==> src/rtl/vga_timing.sv <==
// Purpose: 800x600 raster timing with registered, blank-gated RGB, sync pulses and a per-frame tick.
// Latency: the counters run free. rgb, blank, hsync, vsync and frame_tick lag the counters by one clock.
// Backpressure: none. The raster advances every pixel clock and the sink must accept every sample.
module vga_timing #(
   parameter int H_VISIBLE = 800,
   parameter int H_FP      = 56,
   parameter int H_SYNC    = 120,
   parameter int H_BP      = 64,
   parameter int V_VISIBLE = 600,
   parameter int V_FP      = 37,
   parameter int V_SYNC    = 6,
   parameter int V_BP      = 23,
   parameter bit SYNC_POL  = 1'b1
) (
   input  logic        clk,
   input  logic        rst,
   input  logic [5:0]  pixel_in,
   output logic [10:0] cntr_h,
   output logic [9:0]  cntr_v,
   output logic [5:0]  rgb,
   output logic        hsync,
   output logic        vsync,
   output logic        blank,
   output logic        frame_tick
);

   localparam int H_TOTAL = H_VISIBLE + H_FP + H_SYNC + H_BP;
   localparam int V_TOTAL = V_VISIBLE + V_FP + V_SYNC + V_BP;

   // Line and frame phases (active, front porch, sync, back porch) are
   // decoded directly from counter ranges, so no state register is kept.
   localparam logic [10:0] H_LAST     = 11'(H_TOTAL - 1);
   localparam logic [10:0] H_VIS_END  = 11'(H_VISIBLE);
   localparam logic [10:0] HS_START   = 11'(H_VISIBLE + H_FP);
   localparam logic [10:0] HS_END     = 11'(H_VISIBLE + H_FP + H_SYNC);
   localparam logic [9:0]  V_LAST     = 10'(V_TOTAL - 1);
   localparam logic [9:0]  V_VIS_END  = 10'(V_VISIBLE);
   localparam logic [9:0]  VS_START   = 10'(V_VISIBLE + V_FP);
   localparam logic [9:0]  VS_END     = 10'(V_VISIBLE + V_FP + V_SYNC);

   logic h_wrap;
   logic v_wrap;
   logic visible;
   logic in_hs;
   logic in_vs;
   logic at_tick;

   // Decode the current raster position into wrap, visibility and sync-window flags.
   always_comb begin
      h_wrap  = (cntr_h == H_LAST);
      v_wrap  = (cntr_v == V_LAST);
      visible = (cntr_h < H_VIS_END) && (cntr_v < V_VIS_END);
      in_hs   = (cntr_h >= HS_START) && (cntr_h < HS_END);
      in_vs   = (cntr_v >= VS_START) && (cntr_v < VS_END);
      at_tick = (cntr_h == H_VIS_END) && (cntr_v == V_VIS_END);
   end

   // Horizontal counter runs every clock. The vertical counter steps on each horizontal wrap.
   always_ff @(posedge clk) begin
      if (rst) begin
         cntr_h <= '0;
         cntr_v <= '0;
      end else if (h_wrap) begin
         cntr_h <= '0;
         cntr_v <= v_wrap ? '0 : cntr_v + 10'd1;
      end else begin
         cntr_h <= cntr_h + 11'd1;
      end
   end

   // Output stage registers the current position so that colour, blank and both syncs stay aligned.
   always_ff @(posedge clk) begin
      if (rst) begin
         rgb        <= '0;
         blank      <= 1'b1;
         hsync      <= ~SYNC_POL;
         vsync      <= ~SYNC_POL;
         frame_tick <= 1'b0;
      end else begin
         rgb        <= visible ? pixel_in : 6'd0;
         blank      <= ~visible;
         hsync      <= in_hs ? SYNC_POL : ~SYNC_POL;
         vsync      <= in_vs ? SYNC_POL : ~SYNC_POL;
         frame_tick <= at_tick;
      end
   end

endmodule

==> config.mk <==
export PLATFORM = sky130hd
export DESIGN_NAME = vga_timing
export DESIGN_NICKNAME = d
export VERILOG_FILES = /design/src/rtl/vga_timing.sv
export SDC_FILE = /design/constraint.sdc
export NUM_CORES = 1
export LEC_CHECK = 0
export ABC_AREA = 1
export CAP_MARGIN = 20
export CORE_MARGIN = 2
export CORE_UTILIZATION = 49
export CTS_CLUSTER_DIAMETER = 100
export CTS_CLUSTER_SIZE = 12
export DETAILED_ROUTE_END_ITERATION = 10
export GPL_TIMING_DRIVEN = 0
export PLACE_DENSITY = 0.88
export REMOVE_ABC_BUFFERS = 1
export SLEW_MARGIN = 30
export SYNTH_ARGS = -nofsm -noshare
export SYNTH_HDL_FRONTEND = slang
export SYNTH_SLANG_ARGS = --single-unit
==> constraint.sdc <==
create_clock -name clk -period 1.4 [get_ports clk]
set_input_delay 0.28 -clock clk [delete_from_list [all_inputs] [get_ports clk]]
set_output_delay 0.28 -clock clk [all_outputs]
set_load 0.005 [all_outputs]
==> flow_metrics.env <==
export IMPL_clk_path_buf_depth=2
export IMPL_tns_ns=-0.01756
export IMPL_nNetsFinal=322
export IMPL_yosysSeqAreaShare=0.3743
export IMPL_cts_buffers=5
export IMPL_timing_final_ws_setup_ns=-0.01685
export IMPL_worst_ep_required_time_ns=1.67
export IMPL_wl_mm=5.320
export IMPL_syn_inst=238
export IMPL_relSlewSlack=0.7755
export IMPL_critPathArrivalTime_ns=1.69
export IMPL_avgSynthCellArea_um2=6.966
export IMPL_area_growth_syn_to_layout_pct=57.28
export IMPL_drt_wirelength_per_cell_um=14.99
export IMPL_dpl_hpwl_mm=2.694
export IMPL_rsz0062_at_grt="true"
export IMPL_cp_cell_sequence="ha_4 -> nand2_2 -> nor2_4 -> nand3_2 -> nor2_4 -> nand3_2 -> a21oi_2"
export IMPL_synth_area_leader_cell="dfxtp_1"
export IMPL_criticalPathCategory="reg2reg"
export IMPL_layout_cells_non_filler=355
export IMPL_insertion_delay_ns=0.35
export IMPL_hold_viol=0
export IMPL_p_leak_nw=1.203
export IMPL_period_needed_ns=1.417
export IMPL_drt_iter0_markers=207
export IMPL_synth_commonest_cells="nand2_1 (49), inv_1 (41), nor2_1 (38)"
export IMPL_critPathSlowestCell="dfxtp_4"
export IMPL_synth_seq_cells=31
export IMPL_ys_warnings_count=0
export IMPL_synthTopCellsByArea="dfxtp_1 (37%), nand2_1 (11%), inv_1 (9.3%), nor2_1 (8.6%), nand3_1 (6.3%)"
export IMPL_hold_buffers=0
export IMPL_layout_drive_gt1_share=0.3366
export IMPL_regArea_um2=690.7
export IMPL_synth_main_ff_cell="dfxtp_1"
export IMPL_htree_levels=2
export IMPL_viasPerCell=5.358
export IMPL_antenna_found_initial=0
export IMPL_power_density_nw_per_um2=678.3
export IMPL_ys_types=30
export IMPL_grt_overflow=0
export IMPL_grt_pass1_vias=1749
export IMPL_yosys_area_top_type_share=0.3743
export IMPL_gp_congestion=0.8738
export IMPL_die_height_um=62.17
export IMPL_nFillCells=203
export IMPL_cts_clk_slew_worst_paths_ns=0.11
export IMPL_grt_max_degree=11
export IMPL_setup_violations=2
export IMPL_fin_skew_ns=0.01914
export IMPL_fp_dieW_um=62.17
export IMPL_violations="setup timing"
export IMPL_grt_util_all_layers=0.2772
export IMPL_timing_final_crit_share=1.012
export IMPL_numPortBuffers=38
export IMPL_clock_sinks=31
export IMPL_worst_pin_slew_ns=0.3336
export IMPL_hold_depth=1
export IMPL_synth_edff_count=0
export IMPL_hp_class="reg2reg"
export IMPL_start_util=0.5048
export IMPL_worstPathMaxFanout=4
export IMPL_cts_tree="built"
export IMPL_ys_async_sr_fraction=0
export IMPL_cts_root_buf="clkbuf_4"
export IMPL_multiInputGateArea_um2=1040
export IMPL_core_um2=3284
export IMPL_yosysMostFrequentCell="nand2_1"
export IMPL_max_freq_ghz=0.7058
export IMPL_irDropWorstVdd_v=0.0009192
export IMPL_num_vias=1902
export IMPL_row_count=21
export IMPL_crit_path_end_kind="flip-flop"
export IMPL_drc=0
export IMPL_ant_nets=0
export IMPL_first_pass_iters=7
export IMPL_start_kind="flip-flop"
export IMPL_die_area_um2=3864
export IMPL_r2r_cells=7
export IMPL_diodes=0
export IMPL_cap_violations=0
export IMPL_maxSlewViolCount=0
export IMPL_syn_area_um2=1658
export IMPL_io_pins=39
export IMPL_crit_path_max_incr_delay_ns=0.38
export IMPL_grt_first_pass_wirelength_mm=8.355
export IMPL_status="finished, violations left"
export IMPL_dpl_cell_count=318
[final cells by class]
| class | instances | share of cell area |
|---|---|---|
| clock buffers | 6 | 0.01967 |
| clock inverters | 2 | 0.01344 |
| inverters | 42 | 0.06238 |
| multi-input cells | 162 | 0.3988 |
| flip-flops and latches | 31 | 0.2649 |
| well taps | 46 | 0.02207 |
| repair buffers | 66 | 0.2188 |
[where the power goes]
part | internal (W) | total (W) | switching (W)
sequential | 0.000871 | 0.000882 | 0.0000109
combinational | 0.0000655 | 0.000121 | 0.0000556
clock | 0.000422 | 0.000766 | 0.000344
[final timing paths]
path | start | end | slack (ns)
worst min register to register | cntr_h[0]$_SDFF_PP0_ | cntr_h[0]$_SDFF_PP0_ | 0.45
worst max-delay path | cntr_h[1]$_SDFF_PP0_ | cntr_v[0]$_SDFFE_PP0N_ | -0.02
worst max register to register | cntr_h[1]$_SDFF_PP0_ | cntr_v[0]$_SDFFE_PP0N_ | -0.02
worst min-delay path | cntr_h[0]$_SDFF_PP0_ | cntr_h[0]$_SDFF_PP0_ | 0.45
[flip-flops by register name, summed over array words and instances, names as in the netlist]
register / count
hsync: 1
blank: 1
vsync: 1
cntr_v: 10
cntr_h: 11
frame_tick: 1
rgb: 6
[cell families after synthesis]
group | count (synthesis) | share of synthesized area
simple gates | 131 | 0.3713
fa+ha+maj | 6 | 0.04528
flops | 31 | 0.3743
buf+inv | 46 | 0.1162
xor+xnor | 3 | 0.01585
compound gates | 21 | 0.07699
[repair_timing]
action	4_1_cts	5_1_grt
setup endpoints to repair	52	30
buffers inserted	26	7
cloned	1	0
pin swaps	10	23
gates resized for setup	85	37
[through the flow]
step           hold WS (ns)  cell area (um^2)  setup slack (ns)  power [W]    util
6_report             0.4487              2608          -0.01685   0.001769  0.7939
5_1_grt              0.4549              2608           -0.1345   0.001829  0.7939
4_1_cts              0.4486              2454         -0.002062   0.001753  0.7470
3_5_place_dp         0.4662              2061           -0.3040   0.001037  0.6274
3_3_place_gp         0.4599              2061           -0.2674   0.001035  0.6274
2_1_floorplan        0.3491              1623         0.0003550  0.0009712       -
[routing by layer]
layer | track usage | routed length (um) | vias up
li1 | - | - | 898
met5 | 0 | 0 | -
met3 | 0.07609 | 371 | 33
met2 | 0.5014 | 2717 | 106
met1 | 0.3065 | 1974 | 865
met4 | 0.1111 | 256 | 0
[worst max-delay path, delay by kind of cell, from the launching register on]
family	cells	cell delay, ns
AOI/OAI and AO/OA	1	0.18
and+or+nand+nor	5	0.64
DFF	1	0.38
adders and majority gates	1	0.15
[placed cells by master, fill, tap and decap left out, types with 6 or more instances in the layout]
cell type        instances
a21oi_1                  7
buf_4                   26
clkdlybuf4s50_1          7
dfxtp_1                  9
dfxtp_4                 17
dlygate4sd2_1           29
inv_1                   36
nand2_1                 44
nand3_1                 16
nand4_1                  7
nor2_1                  30
nor2_4                  11
o21ai_0                  6
(Power assumes the default switching activity.)
